--- config.mk ---
export PLATFORM = sky130hd
export DESIGN_NAME = rgb_color_decoder
export DESIGN_NICKNAME = d
export VERILOG_FILES = /design/src/rtl/rgb_color_decoder.sv
export SDC_FILE = /design/constraint.sdc
export NUM_CORES = 1
export LEC_CHECK = 0
export ABC_CLOCK_PERIOD_IN_PS = 2180
export BUFFER_PORTS_ARGS = -buffer_cell sky130_fd_sc_hd__buf_2
export CORE_MARGIN = 1
export CORE_UTILIZATION = 40
export DETAILED_ROUTE_END_ITERATION = 8
export GPL_TIMING_DRIVEN = 0
export PLACE_DENSITY = 0.62
export SETUP_SLACK_MARGIN = 0.15
export SYNTH_ARGS = -nofsm -noshare
export SYNTH_HDL_FRONTEND = slang
export SYNTH_SLANG_ARGS = --single-unit
--- constraint.sdc ---
create_clock -name clk -period 2.18 [get_ports clk]
set_input_delay 0.436 -clock clk [delete_from_list [all_inputs] [get_ports clk]]
set_output_delay 0.436 -clock clk [all_outputs]
set_load 0.1 [all_outputs]
--- src/rtl/rgb_color_decoder.sv ---
// rtl/rgb_color_decoder.sv - RGB LED pin decoder with deglitch, dwell timing and colour-wheel check; option macro RGB_DECODER_REVERSE_EN
module rgb_color_decoder #(
   parameter int SYNC_STAGES   = 2,
   parameter int STABLE_CYCLES = 4,
   parameter int DWELL_W       = 32
) (
   input  logic               clk,
   input  logic               rst_n,
   input  logic               rgb_r_n,
   input  logic               rgb_g_n,
   input  logic               rgb_b_n,
   output logic [2:0]         color,
   output logic               color_valid,
   output logic               change_pulse,
   output logic [DWELL_W-1:0] dwell_count,
   output logic               seq_error,
   output logic               err_sticky
);

   localparam int CNT_W = (STABLE_CYCLES > 1) ? $clog2(STABLE_CYCLES) : 1;
   localparam logic [CNT_W-1:0] CNT_MAX = CNT_W'(STABLE_CYCLES - 1);

   typedef enum logic {ST_INIT, ST_TRACK} state_t;

   logic [2:0]         sync_q [SYNC_STAGES];
   logic [2:0]         raw;
   logic [2:0]         candidate;
   logic [CNT_W-1:0]   stable_cnt;
   logic [DWELL_W-1:0] run_cnt;
   logic [DWELL_W-1:0] run_next;
   state_t             state;
   logic               accept;
   logic               step_ok;

   // Next colour on the wheel; 000 marks "no legal successor" (off/white)
   function automatic logic [2:0] wheel_next(input logic [2:0] c);
      case (c)
         3'b100:  return 3'b110;
         3'b110:  return 3'b010;
         3'b010:  return 3'b011;
         3'b011:  return 3'b001;
         3'b001:  return 3'b101;
         3'b101:  return 3'b100;
         default: return 3'b000;
      endcase
   endfunction

   // Previous colour on the wheel; 000 marks "no legal predecessor"
   function automatic logic [2:0] wheel_prev(input logic [2:0] c);
      case (c)
         3'b100:  return 3'b101;
         3'b110:  return 3'b100;
         3'b010:  return 3'b110;
         3'b011:  return 3'b010;
         3'b001:  return 3'b011;
         3'b101:  return 3'b001;
         default: return 3'b000;
      endcase
   endfunction

   assign raw    = ~sync_q[SYNC_STAGES-1];
   assign accept = (stable_cnt == CNT_MAX) && (candidate != color);

   // run counter +1 also gives the dwell value; it never wraps
   assign run_next = (&run_cnt) ? run_cnt : run_cnt + 1'b1;

`ifdef RGB_DECODER_REVERSE_EN
   assign step_ok = ((wheel_next(color) != 3'b000) && (candidate == wheel_next(color))) ||
                    ((wheel_prev(color) != 3'b000) && (candidate == wheel_prev(color)));
`else
   assign step_ok = (wheel_next(color) != 3'b000) && (candidate == wheel_next(color));
`endif

   // Pin synchroniser; idle (LED off) is all ones on the active-low pins
   always_ff @(posedge clk) begin
      if (!rst_n) begin
         for (int i = 0; i < SYNC_STAGES; i++) sync_q[i] <= 3'b111;
      end else begin
         sync_q[0] <= {rgb_r_n, rgb_g_n, rgb_b_n};
         for (int i = 1; i < SYNC_STAGES; i++) sync_q[i] <= sync_q[i-1];
      end
   end

   // Deglitch filter: a new value must be seen STABLE_CYCLES times in a row
   always_ff @(posedge clk) begin
      if (!rst_n) begin
         candidate  <= 3'b000;
         stable_cnt <= '0;
      end else if (raw != candidate) begin
         candidate  <= raw;
         stable_cnt <= '0;
      end else if (stable_cnt != CNT_MAX) begin
         stable_cnt <= stable_cnt + 1'b1;
      end
   end

   // Cycles since the last accepted colour change
   always_ff @(posedge clk) begin
      if (!rst_n)      run_cnt <= '0;
      else if (accept) run_cnt <= '0;
      else             run_cnt <= run_next;
   end

   // Tracking FSM with registered colour, dwell and sequence-error outputs
   always_ff @(posedge clk) begin
      if (!rst_n) begin
         state        <= ST_INIT;
         color        <= 3'b000;
         color_valid  <= 1'b0;
         change_pulse <= 1'b0;
         dwell_count  <= '0;
         seq_error    <= 1'b0;
         err_sticky   <= 1'b0;
      end else begin
         change_pulse <= accept;
         seq_error    <= 1'b0;
         if (accept) begin
            color <= candidate;
            case (state)
               ST_INIT: begin
                  state       <= ST_TRACK;
                  color_valid <= 1'b1;
               end
               ST_TRACK: begin
                  dwell_count <= run_next;
                  if (!step_ok) begin
                     seq_error  <= 1'b1;
                     err_sticky <= 1'b1;
                  end
               end
               default: state <= ST_INIT;
            endcase
         end
      end
   end

endmodule

Yosys cells after proc, flatten, opt, wreduce, memory -nomap -nowiden
Memory sizes are Yosys's and may differ from the RTL's.
Cells that the tools add are included.
- word-level logic and storage cells: 47
- memories kept: 1
- memory bits (writable): 6
- flip-flop bits (word level): 77
- bitwise operators: 6
- add/sub/neg operators: 2
- equal/unequal tests: 11
- reductions and logical operators: 10
- mux-type cells: 7
- memory list (memory ; depth ; bits a word ; read ports ; clocked after Yosys merged registers in ; wr ports ; line ; text):
    sync_q ; 2 ; 3 ; 2 ; 0 ; 2 ; 25 ; logic [2:0] sync_q [SYNC_STAGES];
- operators by type and width (cell ; count):
    32-bit by 1-bit adder with 32-bit output (second input constant) ; 1
    32-bit two-way mux ; 1
    32-bit AND reduction ; 1
    3-bit one-hot mux with 6 select lines ; 1
    3-bit == test (second input constant) ; 3
    3-bit by 2-bit == test with 1-bit output (second input constant) ; 2
    3-bit two-way mux ; 2
    3-bit inequality test ; 2
    3-bit AND reduction ; 2
    2-bit AND reduction ; 2
    2-bit OR reduction ; 2
    3-bit by 1-bit == test with 1-bit output (second input constant) ; 1
    3-bit == test ; 1
    1-bit two-way mux ; 3
    1-bit NOT ; 3
    3-bit NOT ; 1
    3-bit nonzero test ; 1
    2-bit by 1-bit adder with 2-bit output (second input constant) ; 1
    2-bit == test (second input constant) ; 1
    1-bit logical AND ; 2
    2-bit inequality test (second input constant) ; 1
    1-bit bitwise OR ; 2

Logic depth before layout (Yosys ltp)
Gate-level depths: netlist (run 1).
- depth in word-level cells: 6
- gate-level depth with buffers: 7

Worst setup path before layout (run 1)
Ideal clock, no wire load.
- path type: reg-to-reg
- from: register color[0]
- to: register dwell_count[14]
- arrival: 2.141 ns
- setup slack: -0.093 ns
- stages on the path, launching flop included: 7
- clock period less this slack: 2.273 ns
- buffers on the path: 2
- cell sequence: dfxtp_1 > xor2_1 > o311a_1 > clkbuf_1 > clkbuf_1 > o21ai_0 > a21oi_1
- cells in the longest elaborated chain, start to end: 3
- ends and longest elaborated chain (item ; line ; text):
    from (decl) ; 12 ; output logic [2:0] color,
    from (signal assigned) ; 118 ; color <= candidate;
    3-bit inequality test ; 62 ; assign accept = (stable_cnt == CNT_MAX) && (candidate != color);
    1-bit logical AND ; 62 ;
    2-bit AND reduction (no line) ; n/a ;
    to (signal assigned) ; 125 ; dwell_count <= run_next;
    to (decl) ; 15 ; output logic [DWELL_W-1:0] dwell_count,
Every way passes these cells.
A chain may end at the register's enable or synchronous reset.

Worst setup path after layout (run 1)
- from: register run_cnt[11]
- to: register dwell_count[20]
- cells in the longest elaborated chain, start to end: 2
- elaborated cells between the ends (all ways): 3
- classes of those cells: add/sub: 1; mux: 1; reduce/logical: 1
- ends and longest elaborated chain (item ; line ; text):
    from (decl) ; 29 ; logic [DWELL_W-1:0] run_cnt;
    from (signal assigned) ; 101 ; else run_cnt <= run_next;
    32-bit by 1-bit adder with 32-bit output or 32-bit AND reduction (tied branches) ; 65 ; assign run_next = (&run_cnt) ? run_cnt : run_cnt + 1'b1;
    32-bit two-way mux * ; 65 ;
Mark *: on every way between the ends. The rest lies on a longest branch, timed or not.

==> results of run 1 <==
==> report_power, final <==
| group | total, mW | switching (mW) | internal [mW] |
|---|---|---|---|
| sequential | 1.54 | 0.0142 | 1.53 |
| combinational | 0.0767 | 0.0500 | 0.0267 |
| clock | 1.16 | 0.610 | 0.549 |
==> final cells by class <==
cell class | instances | area (um^2) | share of cell area
multi-input cells | 266 | 1750 | 0.419
flip-flops and latches | 83 | 1690 | 0.406
repair buffers | 50 | 272 | 0.0651
well taps | 105 | 131 | 0.0315
clock buffers | 9 | 124 | 0.0297
plain buffers | 21 | 108 | 0.0258
clock inverters | 7 | 83.8 | 0.0201
inverters | 3 | 11.3 | 0.00270
==> worst max-delay path by stage <==
stage / start / end / slack (ps) / cells past startpoint
after floorplan: color[0] / dwell_count[14] / 250 / 6
after global placement: run_cnt[0] / dwell_count[5] / -320 / 6
after detailed placement: run_cnt[0] / dwell_count[3] / -370 / 6
after CTS: run_cnt[0] / dwell_count[20] / 140 / 7
after global routing: run_cnt[8] / dwell_count[31] / 120 / 5
final: run_cnt[11] / dwell_count[20] / 210 / 6
==> layer usage <==
layer / GRT usage / vias up
li1: - / 1484
met1: 0.255 / 1372
met2: 0.322 / 63
met3: 0.0378 / 7
met4: 0.100 / 0
met5: 0 / -
==> state kept, by name, indices dropped and copies added, names as in the netlist <==
name / flops
state: 1
color_valid: 1
change_pulse: 1
stable_cnt: 2
err_sticky: 1
dwell_count: 32
run_cnt: 32
candidate: 3
sync_q: 6
seq_error: 1
color: 3
==> logic make-up (layout without fill, tap and decap cells) <==
group                    Yosys count  after routing  synth area share
AO/OA/AOI/OAI                    100            100             0.181
XOR/XNOR                          26             26            0.0667
adder cells (fa/ha/maj)            2              2           0.00733
buffers and inverters             24             90            0.0289
flip-flops                        83             83             0.487
multiplexers                       5              5            0.0147
AND/OR/NAND/NOR                  133            133             0.215
==> cells in the final DEF, fill, tap and decap left out, types with 12 or more instances in the layout <==
| master | n |
|---|---|
| dfxtp_2 | 13 |
| dfxtp_1 | 66 |
| nand3_1 | 12 |
| xor2_1 | 13 |
| o21ai_0 | 35 |
| xnor2_1 | 12 |
| a21oi_1 | 28 |
| nand2_1 | 14 |
| nor2_1 | 40 |
| a31oi_1 | 12 |
| buf_2 | 45 |
==> through the flow <==
| stage | utilization | instances | hold slack (ps) |
|---|---|---|---|
| finish | 0.505 | 544 | 246 |
| global placement | 0.456 | 521 | 394 |
| global route | 0.505 | 544 | 218 |
| floorplan | - | 373 | 386 |
| CTS | 0.492 | 540 | 227 |
| detailed placement | 0.456 | 521 | 399 |
==> critical path: cells and delay by family, from the launching register on <==
kind	cells	cell delay (ps)
AO/OA/AOI/OAI	2	310
AND/OR/NAND/NOR	3	1000
buffers and inverters	1	150
flip-flops	1	390
==> what timing repair did <==
item                       in CTS  in global routing
pin swaps                       2                  5
resized for setup              24                 29
buffers inserted                3                  4
setup endpoints to repair      64                 48
==> metrics.csv, run 1 <==
stage,metric,value,unit
placed_design,gp_congestion,0.881,
finish,drive_gt1_frac,0.273,
grt,antenna_found_initial,0,
floorplanning,die_area,0.00891,mm^2
placed_design,dp_slack,-365,ps
logic_synthesis,avgSynthCellArea,9.15,um^2
worst_setup_path,r2r_slack,210,ps
finish,areaGrowthSynthToFinish,22.1,%
sta,timing.fmax,0.509,GHz
sta,final.setup.tns,0,ps
logic_synthesis,synth_top_area_cell,dfxtp_1,
detailed_routing,vias,2926,
grt,grt_pass1_vias,2694,
worst_setup_path,path_class,flop to flop,
floorplanning,rows,33,
logic_synthesis,synth_edf_count,0,
detailed_routing,met2WireLength,4.02,mm
sta,slew_headroom,0.663,
worst_setup_path,crit_required,2430,ps
detailed_routing,wl_met3,378,um
hold_path,min-delay-start,rgb_b_n,
floorplanning,die_h,94.4,um
logic_synthesis,synthFlopType,dfxtp_1,
hold_path,whs_endpoint,sync_q[0][0],
worst_setup_path,worst_ep_arrival_time,2210,ps
floorplanning,start_util,0.413,
worst_setup_path,slowest_stage,or3_4,
logic_synthesis,synthTopCellsByArea,"dfxtp_1 (49%), o21ai_0 (5.1%), nor2_1 (4.4%)",
logic_synthesis,ys_ff_latch,83,
pwr,ir_drop,358,uV
detailed_routing,first_pass_iters,4,
detailed_routing,drc,0,
finish,diodes,0,
clock_network,cts_tree,yes,
logic_synthesis,synthTopCellsByCount,"dfxtp_1 (83), nor2_1 (40), o21ai_0 (35)",
sta,grt_setup_unrepaired,true,
sta,fin_crit_sh,0.902,
floorplanning,chipWidth,94.4,um
logic_synthesis,synthArstFlopShare,0,
sta,setup_slack,214,ps
sta,worstMarginPinSlew,503,ps
logic_synthesis,synth_cell_types,50,
placed_design,dp_hpwl,5.86,mm
detailed_routing,vias_per_cell,5.38,
clock_network,clk_pin_slew_worst_paths,90,ps
detailed_routing,ant_nets,0,
sta,fin_skew,8.65,ps
grt,grt_overflow,0,
detailed_routing,post_drt_wl_per_cell,15.5,um
worst_setup_path,r2r-start,run_cnt[11],
finish,nNetsFinal,441,
sta,setup_violations,0,
floorplanning,io_pins,44,
detailed_routing,drt_iter0_markers,177,
hold_path,min_path_type,input port to flop,
job,cap_violations,0,
clock_network,cts.htree.levels,3,
status,outcome,"complete, no violations",
logic_synthesis,syn_nets,380,
clock_network,root_buffer,clkbuf_8,
floorplanning,core_area,0.00826,mm^2
finish,fill_cells,798,
detailed_routing,met1_length,3.92,mm
grt,grt_max_degree,17,
clock_network,cts_inserted_buffers,9,
logic_synthesis,yosysTopAreaCellShare,0.487,
clock_network,hold_buffers,0,
placed_design,portBuffers,43,
worst_setup_path,startpoint_type,flop,
finish,stdcell_area,0.00417,mm^2
sta,hold_violations,0,
detailed_routing,routed.top_layer,met4,
worst_setup_path,end_kind,flop,
pwr,p_leak,1.63,nW
logic_synthesis,seq_area_frac_synth,0.487,
grt,grt_use_total,0.200,
pwr,total_power,2.78,mW
placed_design,dpl_cell_area,0.00376,mm^2
clock_network,clkSinkCount,83,
worst_setup_path,crit_chain,nand4_2 -> or3_4 -> buf_6 -> or3_1 -> a21oi_2 -> o21ai_0,
detailed_routing,wl,8.41,mm
logic_synthesis,yosys_warnings,0,
clock_network,clock_latency,360,ps
hold_path,whs_path_depth,2,
pwr,power_density,666,mW/mm^2
sta,slew_viol_final,0,
worst_setup_path,r2r-end,dwell_count[20],
worst_setup_path,max_stage_delay,430,ps
logic_synthesis,synth.most_common_cell,dfxtp_1,
logic_synthesis,netlist_area,0.00341,mm^2
clock_network,cts.path.max_buffers,2,
grt,grt_pass1_wl,13.4,mm
sta,period_minus_slack,1970,ps
logic_synthesis,syn_inst,373,
worst_setup_path,r2r_cells,6,
worst_setup_path,crit_fanout,10,
Note: power is estimated with default switching activity, not from simulation.
==> inputs of run 2 (changes only) <==
--- a/config.mk
+++ b/config.mk
@@ -11,7 +11,6 @@
 export CORE_UTILIZATION = 40
 export DETAILED_ROUTE_END_ITERATION = 8
 export GPL_TIMING_DRIVEN = 0
-export PLACE_DENSITY = 0.62
 export SETUP_SLACK_MARGIN = 0.15
 export SYNTH_ARGS = -nofsm -noshare
 export SYNTH_HDL_FRONTEND = slang
==> run 2 against run 1 <==
  * Worst hold slack gained 13 ps
  * Flip-flop and latch count unchanged
  * Cell count rose by 0.74%
  * Critical path depth down 1
  * Routed wire length increased by 0.86%
  * Via count increased by 2.8%
  * Global-route usage increased by 0.41 points
==> metrics.csv, run 2 (same netlist as run 1, synthesis figures left out) <==
stage,metric,value,unit
status,outcome,"complete, no violations",
pwr,p_leak,1.65,nW
floorplanning,die_area,0.00891,mm^2
sta,setup_slack,191,ps
finish,postLayoutCoreUtil,0.514,
detailed_routing,post_drt_wl_per_cell,15.5,um
finish,layout_commonest_cell,dfxtp_1,
finish,reg_top3,"dwell_count x32, run_cnt x32, sync_q x6",
clock_network,clock_latency,360,ps
hold_path,whs_endpoint,sync_q[0][1],
clock_network,cts.path.max_buffers,2,
floorplanning,start_util,0.413,
worst_setup_path,r2r-start,run_cnt[11],
worst_setup_path,startpoint_type,flop,
sta,fin_skew,12.1,ps
finish,multi_input_area,0.00180,mm^2
grt,grt_pass1_vias,2811,
hold_path,whs_path_depth,2,
floorplanning,rows,33,
placed_design,dp_slack,-269,ps
detailed_routing,ant_nets,0,
finish,drive_gt1_frac,0.293,
worst_setup_path,crit_required,2420,ps
hold_path,min_path_type,input port to flop,
clock_network,clk_pin_slew_worst_paths,80,ps
clock_network,cts_inserted_buffers,9,
worst_setup_path,crit_fanout,7,
sta,grt_setup_unrepaired,true,
finish,final-seq-area,0.00169,mm^2
sta,fin_crit_sh,0.912,
worst_setup_path,r2r_slack,190,ps
worst_setup_path,worst_ep_arrival_time,2230,ps
finish,diodes,0,
worst_setup_path,r2r_cells,5,
placed_design,dp_hpwl,5.86,mm
finish,nNetsFinal,445,
sta,timing.fmax,0.503,GHz
sta,setup_violations,0,
floorplanning,chipWidth,94.4,um
grt,grt_max_degree,14,
sta,slew_viol_final,0,
detailed_routing,vias_per_cell,5.49,
pwr,power_density,643,mW/mm^2
sta,worstMarginPinSlew,530,ps
detailed_routing,vias,3007,
finish,fill_cells,802,
floorplanning,die_h,94.4,um
sta,period_minus_slack,1990,ps
grt,grt_use_total,0.204,
floorplanning,core_area,0.00826,mm^2
placed_design,gp_congestion,0.844,
finish,final_cell_mix,"dfxtp_1 (65), buf_2 (43), nor2_1 (40)",
detailed_routing,drc,0,
pwr,ir_drop,291,uV
grt,grt_overflow,0,
detailed_routing,first_pass_iters,4,
clock_network,root_buffer,clkbuf_8,
worst_setup_path,path_class,flop to flop,
sta,hold_violations,0,
placed_design,portBuffers,43,
detailed_routing,drt_iter0_markers,119,
worst_setup_path,r2r-end,dwell_count[29],
clock_network,cts.htree.levels,3,
floorplanning,io_pins,44,
clock_network,clkSinkCount,83,
finish,areaGrowthSynthToFinish,24.3,%
job,cap_violations,0,
grt,antenna_found_initial,0,
clock_network,cts_tree,yes,
worst_setup_path,end_kind,flop,
detailed_routing,wl,8.48,mm
hold_path,min-delay-start,rgb_g_n,
grt,grt_pass1_wl,13.9,mm
sta,slew_headroom,0.647,
==> run 2: cell count changes in the layout (fill, tap and decap cells not counted), moves of 2 or more <==
cell      change
buf_2         -2
nor4_1        -2
clkbuf_1      +2
inv_6         -2
clkinv_4      -2
nor4_2        +2
buf_4         +3
==> run 2: layer usage <==
metal	global-route usage	up-vias	routed length, um
li1	-	1487	-
met1	0.272	1442	4050
met2	0.324	67	3950
met3	0.0459	11	319
met4	0.0718	0	159
met5	0	-	0
==> run 2: worst max path at each step <==
stage / start / end / depth (start not counted)
detailed placement: stable_cnt[0] / dwell_count[16] / 7
global placement: run_cnt[0] / dwell_count[3] / 6
finish: run_cnt[11] / dwell_count[29] / 5
floorplan: color[0] / dwell_count[14] / 6
global route: run_cnt[11] / dwell_count[29] / 5
CTS: run_cnt[11] / dwell_count[20] / 6
==> run 2: power breakdown <==
group	switching [mW]	internal (mW)
logic	0.0509	0.0281
clock network	0.551	0.560
registers	0.0138	1.53
total	0.616	2.11
==> run 2: layout make-up <==
type	count	share of cell area
buffer	21	0.0259
sequential	83	0.399
clock inverter	4	0.0118
timing repair buffer	54	0.0719
clock buffer	12	0.0342
inverter	3	0.00265
tap	105	0.0310
multi-input combinational	266	0.423
==> run 2: stage by stage <==
step,power [mW],cell area (um^2),hold WS (ps),cells,TNS [ps]
finish,2.73,4240,258,548,0
global route,2.84,4240,241,548,0
floorplan,1.63,3420,386,373,0
CTS,2.75,4040,251,540,0
detailed placement,1.66,3760,398,521,-5100
global placement,1.65,3760,389,521,-5780
==> run 2: what timing repair did <==
item | in CTS | in global routing
pin swaps | 3 | 4
endpoints found under the setup margin | 63 | 64
resized for setup | 19 | 47
hold buffers | 0 | 0
setup buffers | 3 | 8
==> run 2: worst max-delay path: stages, from the launching register on <==
cell	delay, ps
dfxtp_4	390
nand4_2	190
or4_4	600
a2111oi_2	390
xnor2_1	200
a21oi_1	100
